## src/rtl/pwm_fade_ctrl_pkg.sv

```systemverilog
// Shared definitions for the LED fade sequencer: FSM state codes,
// default duty width and hold counter width.
package pwm_fade_ctrl_pkg;

  localparam int DUTY_W_DEF = 8;
  localparam int HOLD_W     = 8;

  typedef enum logic [2:0] {
    ST_IDLE      = 3'd0,
    ST_RAMP_UP   = 3'd1,
    ST_HOLD_HI   = 3'd2,
    ST_RAMP_DOWN = 3'd3,
    ST_HOLD_LO   = 3'd4
  } fade_st_t;

endpackage

```

## src/rtl/pwm_fade_ctrl_tick_gen.sv

```systemverilog
// Prescaler for the fade sequencer: emits a 1-clk tick every TICK_DIV
// clks while run=1. Ports: clk, rst (async, high), clr, run, tick.
module pwm_tick_gen #(
  parameter int TICK_DIV = 1000000
) (
  input  logic clk,
  input  logic rst,
  input  logic clr,
  input  logic run,
  output logic tick
);

  localparam int CW = (TICK_DIV > 1) ? $clog2(TICK_DIV) : 1;
  localparam logic [CW-1:0] LAST = CW'(TICK_DIV - 1);

  logic [CW-1:0] cnt_q;

  assign tick = run && (cnt_q == LAST);

  always_ff @(posedge clk or posedge rst) begin
    if (rst) begin
      cnt_q <= '0;
    end else if (clr) begin
      cnt_q <= '0;
    end else if (run) begin
      if (tick) cnt_q <= '0;
      else      cnt_q <= cnt_q + CW'(1);
    end
  end

endmodule

```

## src/rtl/pwm_fade_ctrl.sv

```systemverilog
// Breathing-LED sequencer driving pwm.duty: ramp up, hold, ramp down,
// hold, repeat. Ports: clk, rst, en, step, duty_min, duty_max,
// hold_ticks in; duty, phase (state code), cycle_done out.
module pwm_fade_ctrl
  import pwm_fade_ctrl_pkg::*;
#(
  parameter int TICK_DIV = 1000000,
  parameter int DUTY_W   = DUTY_W_DEF
) (
  input  logic              clk,
  input  logic              rst,
  input  logic              en,
  input  logic [DUTY_W-1:0] step,
  input  logic [DUTY_W-1:0] duty_min,
  input  logic [DUTY_W-1:0] duty_max,
  input  logic [HOLD_W-1:0] hold_ticks,
  output logic [DUTY_W-1:0] duty,
  output logic [2:0]        phase,
  output logic              cycle_done
);

  fade_st_t state_q, state_d;

  logic [DUTY_W-1:0] duty_q, duty_d;
  logic [DUTY_W-1:0] step_q, step_d;
  logic [DUTY_W-1:0] min_q, min_d;
  logic [DUTY_W-1:0] max_q, max_d;
  logic [HOLD_W-1:0] hold_q, hold_d;
  logic [HOLD_W-1:0] hcnt_q, hcnt_d;
  logic              done_q, done_d;

  logic              tick;
  logic              tclr;
  logic              trun;
  logic              degen;
  logic [DUTY_W:0]   up_sum;
  logic [DUTY_W:0]   dn_dif;

  // The prescaler is held at zero in IDLE and on any en=0 edge, so a
  // run always starts with a full TICK_DIV interval.
  assign trun = (state_q != ST_IDLE);
  assign tclr = (state_q == ST_IDLE) || !en;

  pwm_tick_gen #(
    .TICK_DIV (TICK_DIV)
  ) u_tick (
    .clk  (clk),
    .rst  (rst),
    .clr  (tclr),
    .run  (trun),
    .tick (tick)
  );

  // A run captured with min>=max parks in HOLD_LO with no exit.
  assign degen = (min_q >= max_q);

  // One extra bit so the sum/difference can saturate instead of wrap.
  assign up_sum = {1'b0, duty_q} + {1'b0, step_q};
  assign dn_dif = {1'b0, duty_q} - {1'b0, step_q};

  always_comb begin
    state_d = state_q;
    duty_d  = duty_q;
    step_d  = step_q;
    min_d   = min_q;
    max_d   = max_q;
    hold_d  = hold_q;
    hcnt_d  = hcnt_q;
    done_d  = 1'b0;
    if (!en) begin
      state_d = ST_IDLE;
      duty_d  = '0;
      hcnt_d  = '0;
    end else begin
      case (state_q)
        ST_IDLE: begin
          step_d = (step == '0) ? DUTY_W'(1) : step;
          min_d  = duty_min;
          max_d  = duty_max;
          hold_d = hold_ticks;
          duty_d = duty_min;
          hcnt_d = '0;
          if (duty_min >= duty_max)
            state_d = ST_HOLD_LO;
          else
            state_d = ST_RAMP_UP;
        end
        ST_RAMP_UP: begin
          if (tick) begin
            if (up_sum >= {1'b0, max_q}) begin
              duty_d  = max_q;
              hcnt_d  = hold_q;
              state_d = ST_HOLD_HI;
            end else begin
              duty_d = up_sum[DUTY_W-1:0];
            end
          end
        end
        ST_HOLD_HI: begin
          if (tick) begin
            if (hcnt_q == '0)
              state_d = ST_RAMP_DOWN;
            else
              hcnt_d = hcnt_q - HOLD_W'(1);
          end
        end
        ST_RAMP_DOWN: begin
          if (tick) begin
            if (dn_dif[DUTY_W] ||
                (dn_dif[DUTY_W-1:0] <= min_q)) begin
              duty_d  = min_q;
              hcnt_d  = hold_q;
              state_d = ST_HOLD_LO;
            end else begin
              duty_d = dn_dif[DUTY_W-1:0];
            end
          end
        end
        ST_HOLD_LO: begin
          if (tick && !degen) begin
            if (hcnt_q == '0) begin
              state_d = ST_RAMP_UP;
              done_d  = 1'b1;
            end else begin
              hcnt_d = hcnt_q - HOLD_W'(1);
            end
          end
        end
        default: begin
          state_d = ST_IDLE;
          duty_d  = '0;
          hcnt_d  = '0;
        end
      endcase
    end
  end

  always_ff @(posedge clk or posedge rst) begin
    if (rst) begin
      state_q <= ST_IDLE;
      duty_q  <= '0;
      step_q  <= '0;
      min_q   <= '0;
      max_q   <= '0;
      hold_q  <= '0;
      hcnt_q  <= '0;
      done_q  <= 1'b0;
    end else begin
      state_q <= state_d;
      duty_q  <= duty_d;
      step_q  <= step_d;
      min_q   <= min_d;
      max_q   <= max_d;
      hold_q  <= hold_d;
      hcnt_q  <= hcnt_d;
      done_q  <= done_d;
    end
  end

  assign duty       = duty_q;
  assign phase      = state_q;
  assign cycle_done = done_q;

endmodule
```

## config.mk

```make
export PLATFORM = sky130hd
export DESIGN_NAME = pwm_fade_ctrl
export DESIGN_NICKNAME = d
export VERILOG_FILES = /design/src/rtl/pwm_fade_ctrl_pkg.sv /design/src/rtl/pwm_fade_ctrl_tick_gen.sv /design/src/rtl/pwm_fade_ctrl.sv
export SDC_FILE = /design/constraint.sdc
export NUM_CORES = 1
export LEC_CHECK = 0
export CORE_AREA = 3 3 118 86
export CTS_CLUSTER_SIZE = 28
export DETAILED_ROUTE_END_ITERATION = 7
export DIE_AREA = 0 0 121 89
export PLACE_DENSITY_LB_ADDON = 0.25
export SLEW_MARGIN = 10
export SYNTH_ARGS = -nofsm -noshare
export SYNTH_HDL_FRONTEND = slang
export SYNTH_SLANG_ARGS = --single-unit
```

## constraint.sdc

```tcl
create_clock -name clk -period 4 [get_ports clk]
set_clock_uncertainty 0.2 [all_clocks]
set_input_delay 0.6 -clock clk [delete_from_list [all_inputs] [get_ports clk]]
set_output_delay 0.6 -clock clk [all_outputs]
set_load 0.01 [all_outputs]
```

* After elaboration in Yosys (flattened, before gate mapping)
Cells that the tools add are included.
** Storage, ports and cells
- Register bits after elaboration :: 72
- Input port bits :: 35
- Output and inout bits :: 12
** Cells by class
- Add/subtract/negate cells :: 4
- Magnitude comparators :: 4
- Equality and inequality tests :: 14
- Mux-type cells :: 34
- Reduce and logical (&&, ||, !) cells :: 16
** Operators with widths (count)
- 2-to-1 mux 8 bit :: 14
- case mux 8 bit (4 select lines) :: 2
- 2-to-1 mux 20 bit :: 3
- 2-to-1 mux 3 bit :: 10
- inequality test 3 bit (second input constant) :: 8
- adder 20 x 1 -> 20 bit (second input constant) :: 1
- equality test 20 bit (second input constant) :: 1
- greater-or-equal comparator 8 bit :: 2
- zero test 8 bit :: 2
- case mux 3 bit (5 select lines) :: 1
- adder 8 x 8 -> 9 bit :: 1
- greater-or-equal comparator 9 x 8 -> 1 bit :: 1
- subtractor 8 x 8 -> 9 bit :: 1
- <= comparator 8 bit :: 1
- AND reduction 8 bit :: 1
- subtractor 8 x 1 -> 8 bit (second input constant) :: 1
- equality test 3 x 2 -> 1 bit (second input constant) :: 2
- AND reduction 6 bit :: 1
- 2-to-1 mux 1 bit :: 4
- equality test 3 x 1 -> 1 bit (second input constant) :: 1
- equality test 3 bit (second input constant) :: 1
- zero test 3 bit :: 1
- AND reduction 3 bit :: 1
- nonzero test 3 bit :: 1
- 7 further kinds :: 10

* Longest topological paths before layout
Gate-level depths: netlist of the first run.
- Depth in word-level cells :: 7
- Depth in mapped cells :: 18
- Depth with buffers taken out :: 16

* Modules after synthesis
A second synthesis of the first run with hierarchy kept.
** Unflattened totals
- Cells, all modules :: 593
- Area total of the unflattened synthesis :: 5268.8 um^2
** By module, submodules not included
- pwm_fade_ctrl :: instances 1, cells each 458, area each 4111.4 um^2, sequential area each 1301.2 um^2
- pwm_tick_gen :: instances 1, cells each 135, area each 1157.4 um^2, sequential area each 500.5 um^2

* Worst setup path before layout of the first run
No wires, ideal clock.
- Path type :: register to register
- From :: register duty_q[0] (netlist: duty[0])
- To :: register duty_q[5] (netlist: duty[5])
- Data arrival time :: 3.305 ns
- Setup slack :: 0.374 ns
- Cell stages (with the launch flop) :: 17
- Buffers on the path :: 0
- Clock period less this slack :: 3.626 ns
- Cells stage by stage :: dfrtp_1 > ha_1 > fa_1 > nand2b_4 > a221o_1 > a21oi_1 > nor2_1 > xor2_1 > ha_1 > nand4_1 > nor2_1 > a211oi_1 > o211a_1 > mux2_2 > a22oi_1 > o21ai_0 > a22o_1
** On the way
- Longest elaborated chain between the ends :: 7
- Elaborated cells on any way between the ends :: 11
** RTL lines
- start, declared :: RTL line pwm_fade_ctrl.sv:24 : logic [DUTY_W-1:0] duty_q, duty_d;
- start signal, assigned :: RTL line pwm_fade_ctrl.sv:150 : duty_q <= duty_d;
- subtractor 8 x 8 -> 9 bit :: RTL line pwm_fade_ctrl.sv:59 : assign dn_dif = {1'b0, duty_q} - {1'b0, step_q};
- <= comparator 8 bit :: RTL line pwm_fade_ctrl.sv:110 : (dn_dif[DUTY_W-1:0] <= min_q)) begin
- logical OR 1 bit :: RTL line pwm_fade_ctrl.sv:109 : if (dn_dif[DUTY_W] ||
- 2-to-1 mux 8 bit :: RTL line pwm_fade_ctrl.sv:109
- 2-to-1 mux 8 bit :: RTL line pwm_fade_ctrl.sv:108 : if (tick) begin
- case mux 8 bit (4 select lines) * :: RTL line pwm_fade_ctrl.sv:75 : case (state_q)
- 2-to-1 mux 8 bit * :: RTL line pwm_fade_ctrl.sv:70 : if (!en) begin
Mark *: on every way between the ends. The rest lies on a longest branch, timed or not. The select of a mux whose other input is x is not followed.
A chain may end at the register's enable or synchronous reset.

* Worst setup path after layout of the first run
- From :: register duty_q[0] (netlist: duty[0])
- To :: register hcnt_q[0]
** On the way
- Longest elaborated chain between the ends :: 5
- Elaborated cells on any way between the ends :: 8
** RTL lines
- subtractor 8 x 8 -> 9 bit :: RTL line pwm_fade_ctrl.sv:59
- <= comparator 8 bit :: RTL line pwm_fade_ctrl.sv:110
- logical OR 1 bit :: RTL line pwm_fade_ctrl.sv:109
- inequality test 3 bit (no source line)
- AND reduction 6 bit (no source line) *
- end signal, assigned :: RTL line pwm_fade_ctrl.sv:155 : hcnt_q <= hcnt_d;
- end, declared :: RTL line pwm_fade_ctrl.sv:29 : logic [HOLD_W-1:0] hcnt_q, hcnt_d;
Mark *: on every way between the ends. The rest lies on a longest branch, timed or not.

==> results of run 1 <==
==> timing repair <==
item | in CTS | in global routing
setup buffers | 0 | 6
hold endpoints to repair | 0 | 0
gates cloned | 0 | 1
gates resized for setup | 2 | 15
pin swaps | 0 | 10
setup endpoints to repair | 5 | 18
hold buffers | 0 | 0
==> final cells by class <==
cell class / instances / share of cell area [%]
well taps: 124 / 2.572
repair buffers: 66 / 10.12
flip-flops and latches: 72 / 29.89
clock inverters: 5 / 1.348
clock buffers: 10 / 3.796
inverters: 47 / 2.925
multi-input cells: 427 / 49.35
==> path summary, 6_finish.rpt <==
path / from / to / slack [ns] / depth (start not counted)
worst max-delay path: duty[0]$_DFFE_PP0P_ / hcnt_q[0]$_DFFE_PP0P_ / 0.13 / 16
worst min-delay path: u_tick.cnt_q[0]$_DFFE_PP0P_ / u_tick.cnt_q[0]$_DFFE_PP0P_ / 0.30 / 1
worst max register to register: duty[0]$_DFFE_PP0P_ / hcnt_q[0]$_DFFE_PP0P_ / 0.13 / 16
worst min register to register: u_tick.cnt_q[0]$_DFFE_PP0P_ / u_tick.cnt_q[0]$_DFFE_PP0P_ / 0.30 / 1
max in group asynchronous: rst / duty[1]$_DFFE_PP0P_ / 2.34 / 3
min in group asynchronous: rst / max_q[7]$_DFFE_PP0P_ / 0.50 / 2
==> per-layer routing <==
| metal | GRT usage [%] | up-vias | share of wire, % |
|---|---|---|---|
| li1 | - | 2100 | - |
| met3 | 4.807 | 20 | 8.7 |
| met1 | 37.03 | 2127 | 47 |
| met5 | 0 | - | 0 |
| met4 | 7.613 | 0 | 1.7 |
| met2 | 38.66 | 206 | 43 |
==> cell families after synthesis <==
kind of cell / after synthesis / share of synthesized area (%)
simple gates: 178 / 17.07
compound gates: 151 / 19.21
flops: 72 / 36.21
buf+inv: 67 / 5.506
fa+ha+maj: 53 / 13.63
xor+xnor: 29 / 5.104
mux: 15 / 3.269
==> sequential cells by signal, summed over array words and instances, names as in the netlist <==
register,flops
u_tick.cnt_q,20
duty,8
hcnt_q,8
hold_q,8
max_q,8
min_q,8
step_q,8
phase,3
cycle_done,1
==> synth_stat cells (3+ instances only) <==
cell and n:
and3_1 5, a22oi_1 6, o21a_1 5, nor4_1 5, nand4_1 5, mux2_2 10
o21ai_0 55, nor3_1 10, o31ai_1 4, nand2_1 57, ha_1 51, xnor2_1 14
dfrtp_1 72, clkbuf_1 15, xor2_1 15, o211ai_1 4, a31oi_1 3, nand3_1 15
nor2b_1 7, mux2i_1 5, o21ai_1 3, nand2b_1 5, nor2_1 49, a21oi_1 32
and2_1 6, a22o_1 4, a211oi_1 8, inv_1 47
==> worst register-to-register path, cell delays in order, from the launching register on <==
cell      delay, ns
dfrtp_1        0.41
inv_1          0.07
ha_2           0.17
inv_1          0.06
fa_2           0.41
a211oi_4       0.29
o21bai_1       0.11
a21oi_1        0.16
xnor2_1        0.12
ha_1           0.30
nand4_1        0.15
or2_4          0.29
o211ai_1       0.14
nor2_2         0.12
o31a_4         0.39
a211o_1        0.25
o21a_1         0.11
==> layout by cell type, fill, tap and decap left out, types with 10 or more instances in the layout <==
cell             instances
a21oi_1                 32
buf_4                   20
clkdlybuf4s50_1         46
dfrtp_1                 71
ha_1                    49
inv_1                   46
mux2_2                  10
nand2_1                 57
nand3_1                 15
nor2_1                  48
o21ai_0                 55
xnor2_1                 14
xor2_1                  15
==> through the flow <==
stage          std cells  total power [W]
2_1_floorplan        565         0.003455
3_3_place_gp         729         0.004304
3_5_place_dp         729         0.004426
4_1_cts              744         0.005369
5_1_grt              751         0.006105
6_report             751         0.005698
==> power by group <==
part	total [W]	switching (W)	internal (W)	leakage (nW)
registers	0.00118	0.000219	0.000965	0.933
clock network	0.000865	0.000321	0.000544	0.149
logic	0.00365	0.00206	0.00159	1.63
==> reports/results.ini, run 1 <==
[status]
outcome=finished clean

[die]
io_pins=47
start_util_pct=55.08
die_x_um=121
die-area_um2=10770
num_rows=29
core_area_um2=9035
die_h_um=89

[run]
drv_cap=0

[layout]
fillers=709
utilization_pct=66.76
antenna_cells=0
drive_above_1_share_pct=11.16
seqCellArea_um2=1803
area_growth_pct=21.22
multi_input_comb_area_um2=2977
post-route-cell-area_um2=6032
final_nets=711

[synthesis]
synth_flop_cell=dfrtp_1
synth_largest_area_cell=dfrtp_1
synth.avg_cell_area_um2=8.807
synthArstFlopShare_pct=100.0
synth_seq_cells=72
syn_inst=565
yosys-top-cells-area=dfrtp_1, ha_1, o21ai_0, nand2_1, nor2_1
synth_edf_count=0
synth.distinct_cells=62
syn_nets=653
yosys_warnings=0
synth.top_cell.area_share_pct=36.21
synth-seq-area-share_pct=36.21
syn_area_um2=4976

[timing]
min_period_ns=3.867
fmax_mhz=258.6
hold_ws_ns=0.2951
tns_ns=0
tightest_slew_ns=0.7653
slew_violations=0
setup_viol=0
fin_ws_ns=0.1332
slew_headroom_pct=47.66
finalHoldViolations=0
fin_crit_sh_pct=96.67

[placed_design]
placed_cell_area_um2=5600
port_buffers=46
dp_hpwl_um=9768
gp_congestion=0.9283
place_ws_ns=-0.03425

[worst_setup_path]
cp_num_buf_inv=2
crit_top_cell=inv_1
setup.worst_path.class=reg -> reg
max_stage_delay_ns=0.41
path_cells=inv_1 > ha_2 > inv_1 > fa_2 > a211oi_4 > o21bai_1 > a21oi_1 > xnor2_1 > ha_1 > nand4_1 > or2_4 > o211ai_1 > nor2_2 > o31a_4 > a211o_1 > o21a_1
crit_slowest_cell=dfrtp_1
cp.required_ns=4.03
cp.arrival_ns=3.89
start_kind=flop
worstSetupEndpointType=flop
crit_fanout=6
crit_family=compound AO/OA/AOI/OAI gates

[clock_network]
clockBufferDepth=2
h-tree-depth=3
numCtsBuffers=9
cts_tree=yes
clock_latency_ns=0.34
cts_root_buffer=clkbuf_16
cts_sinks=72
path_clk_slew_ns=0.06

[power_and_ir_drop]
powerDensity_nw_per_um2=944.6
irDropWorstVdd_uv=448.3
p_leak_nw=2.713

[detailed_routing]
drt-wirelength-per-cell_um=17.86
firstDrtPassIters=5
viasPerCell=5.929
drtAntennaViolNets=0
drt_wl_total_um=13420
drc_errors=0
vias=4453
drtIter0Drc=374

[min_path]
holdCritPathClass=reg -> reg

[global_routing]
grt_pass1_vias=4170
grt.overflow.total=0
antenna_found_initial=0
grt_usage_pct=25.39
grt_pass1_wl_um=21370
grt_max_degree=35

Power figures use the tool's default switching activity.
==> run 2: changes to the inputs <==
--- a/config.mk
+++ b/config.mk
@@ -10,7 +10,7 @@
 export DETAILED_ROUTE_END_ITERATION = 7
 export DIE_AREA = 0 0 121 89
 export PLACE_DENSITY_LB_ADDON = 0.25
-export SLEW_MARGIN = 10
+export SLEW_MARGIN = 20
 export SYNTH_ARGS = -nofsm -noshare
 export SYNTH_HDL_FRONTEND = slang
 export SYNTH_SLANG_ARGS = --single-unit
==> results of run 2 <==
Same layout as run 1: the final DEF is identical, and so are final timing and power.
==> run 3: changes to the inputs <==
--- a/config.mk
+++ b/config.mk
@@ -5,10 +5,11 @@
 export SDC_FILE = /design/constraint.sdc
 export NUM_CORES = 1
 export LEC_CHECK = 0
-export CORE_AREA = 3 3 118 86
+export ABC_AREA = 1
+export CORE_AREA = 3 3 126 91
 export CTS_CLUSTER_SIZE = 28
 export DETAILED_ROUTE_END_ITERATION = 7
-export DIE_AREA = 0 0 121 89
+export DIE_AREA = 0 0 129 94
 export PLACE_DENSITY_LB_ADDON = 0.25
 export SLEW_MARGIN = 20
 export SYNTH_ARGS = -nofsm -noshare
==> run 3 against run 2 <==
Compared with the run above: die area up 13%; highest routed layer unchanged; via count up 18%; maximum frequency up 10%; design area up 7.9%; largest power group unchanged; first-iteration DRC count up 0.53%; critical endpoint is now phase[2]$_DFFE_PP0P_.
==> reports/results.ini, run 3 <==
[status]
outcome=finished clean

[layout]
fillers=926
area_growth_pct=15.01
final_cell_mix=nand2_1, inv_1, dfrtp_1
drive_above_1_share_pct=8.134
antenna_cells=0
largest_reg_flops=20
utilization_pct=63.10
mostFrequentLayoutCell=nand2_1
stdcell_count=968
regMostFlops=u_tick.cnt_q
final_nets=919
post-route-cell-area_um2=6510

[worst_setup_path]
crit_fanout=13
crit_top_cell=nand2_1
path_cells=ha_1 > nand2_1 > inv_1 > nand2_1 > nand2_1 > nand2_1 > nand2_1 > nand2_1 > nand2_1 > inv_1 > ha_1 > nand2_1 > nor2_1 > nand2_1 > a21boi_4 > nand4_2 > nand2_4 > nor2_1 > nand2_1 > nand2_1
worstSetupEndpointType=flop
start_kind=flop
max_stage_delay_ns=0.48
crit_slowest_cell=ha_1
cp.arrival_ns=3.53
cp.required_ns=4.02
setup.worst_path.class=reg -> reg

[synthesis]
yosys_warnings=0
synth_flop_cell=dfrtp_1
synth.top_cell.area_share_pct=31.83
synth.avg_cell_area_um2=7.220
synth_edf_count=0
ys_top_cells_by_count=nand2_1, inv_1, dfrtp_1
synth_seq_cells=72
synth.distinct_cells=49
yosys-top-cells-area=dfrtp_1, nand2_1, ha_1, inv_1, nand3_1
syn_inst=784
synth_largest_area_cell=dfrtp_1
synthArstFlopShare_pct=100.0
synth-seq-area-share_pct=31.83
syn_nets=872
yosysMostFrequentCell=nand2_1
syn_area_um2=5660

[detailed_routing]
viasPerCell=5.410
wl_met2_um=6529
drt-wirelength-per-cell_um=14.96
drtIter0Drc=376
drt_wl_total_um=14490
vias=5237
routed.top_layer=met4
wl_met1_um=6999
wl_met3_um=741
drtAntennaViolNets=0
firstDrtPassIters=5
drc_errors=0

[timing]
finalHoldViolations=0
setup_viol=0
rsz0062_at_grt=no
tightest_slew_ns=0.5991
fmax_mhz=285.0
slew_violations=0
fin_crit_sh_pct=87.70
slew_headroom_pct=60.05
tns_ns=0
min_period_ns=3.508

[clock_network]
cts_sinks=72
numCtsBuffers=9
path_clk_slew_ns=0.06
cts_setup_buffers=0
h-tree-depth=3
cts.repair.resized=0
clockBufferDepth=2
cts_tree=yes
clock_latency_ns=0.34
cts_root_buffer=clkbuf_16
postCtsHoldBufs=0

[die]
die-area_um2=12130
num_rows=31
io_pins=47
core_area_um2=10320
die_h_um=94
die_x_um=129
start_util_pct=54.86

[global_routing]
grt.overflow.total=0
antenna_found_initial=0
grt_pass1_vias=5004
grt_usage_pct=25.38
grt_pass1_wl_um=24440
grt_max_degree=43

[placed_design]
placed_cell_area_um2=6236
gp_congestion=0.9441
place_inst=952
port_buffers=46
dp_hpwl_um=11470

[power_and_ir_drop]
p_leak_nw=3.357
irDropWorstVdd_uv=348.0
powerDensity_nw_per_um2=789.1

[run]
drv_cap=0

[min_path]
holdCritPathClass=reg -> reg

[run 3: final timing paths]
kind	from	to	slack (ns)	depth (start not counted)
max in group asynchronous	rst	min_q[0]$_DFFE_PP0P_	2.54	3
min in group asynchronous	rst	hcnt_q[0]$_DFFE_PP0P_	0.33	2
hold / removal	hold_q[7]$_DFFE_PP0P_	hold_q[7]$_DFFE_PP0P_	0.28	2
setup reg to reg	duty[2]$_DFFE_PP0P_	phase[2]$_DFFE_PP0P_	0.49	20
hold reg to reg	hold_q[7]$_DFFE_PP0P_	hold_q[7]$_DFFE_PP0P_	0.28	2
setup / recovery	duty[2]$_DFFE_PP0P_	phase[2]$_DFFE_PP0P_	0.49	20
[run 3: final cells by class]
cell class | count | area, µm² | share of cell area (%)
Timing Repair Buffer | 49 | 483.0 | 7.419
Tap cell | 132 | 165.2 | 2.537
Clock inverter | 6 | 45.04 | 0.6919
Inverter | 125 | 469.2 | 7.207
Multi-Input combinational cell | 574 | 3317 | 50.95
Sequential cell | 72 | 1802 | 27.68
Clock buffer | 10 | 229.0 | 3.517
[run 3: layer usage]
metal  vias to the layer above  GRT usage (%)
met1                      2439          36.62
met2                       142          39.31
met5                         -              0
met3                        22          4.148
met4                         0          7.168
li1                       2634              -
[run 3: cell families after synthesis]
| family | synth area share [%] |
|---|---|
| flops | 31.83 |
| compound gates | 10.28 |
| xor+xnor | 2.321 |
| simple gates | 33.93 |
| fa+ha+maj | 11.98 |
| buf+inv | 9.659 |
[run 3: where the power goes]
group          leakage (nW)  switching [W]  internal, W
Sequential            0.942       0.000157     0.000945
Clock                 0.125       0.000332     0.000422
Combinational          2.29        0.00215      0.00113
Total                  3.36        0.00264      0.00249
[run 3: metrics by stage]
step / hold slack [ns] / setup slack (ns) / power, W
CTS: 0.2786 / 0.5398 / 0.005123
global route: 0.3221 / 0.1627 / 0.005694
global placement: 0.2593 / 0.6343 / 0.004258
detailed placement: 0.2636 / 0.5649 / 0.004330
floorplan: 0.2427 / 1.011 / 0.003526
finish: 0.2776 / 0.4918 / 0.005137
[run 3: worst max-delay path: cells and delay by family (launching register included)]
| kind | cells | cell delay [ns] |
|---|---|---|
| buffers and inverters | 2 | 0.14 |
| AO/OA/AOI/OAI | 1 | 0.30 |
| AND/OR/NAND/NOR | 15 | 1.54 |
| adder cells (fa/ha/maj) | 2 | 0.77 |
| flip-flops | 1 | 0.42 |
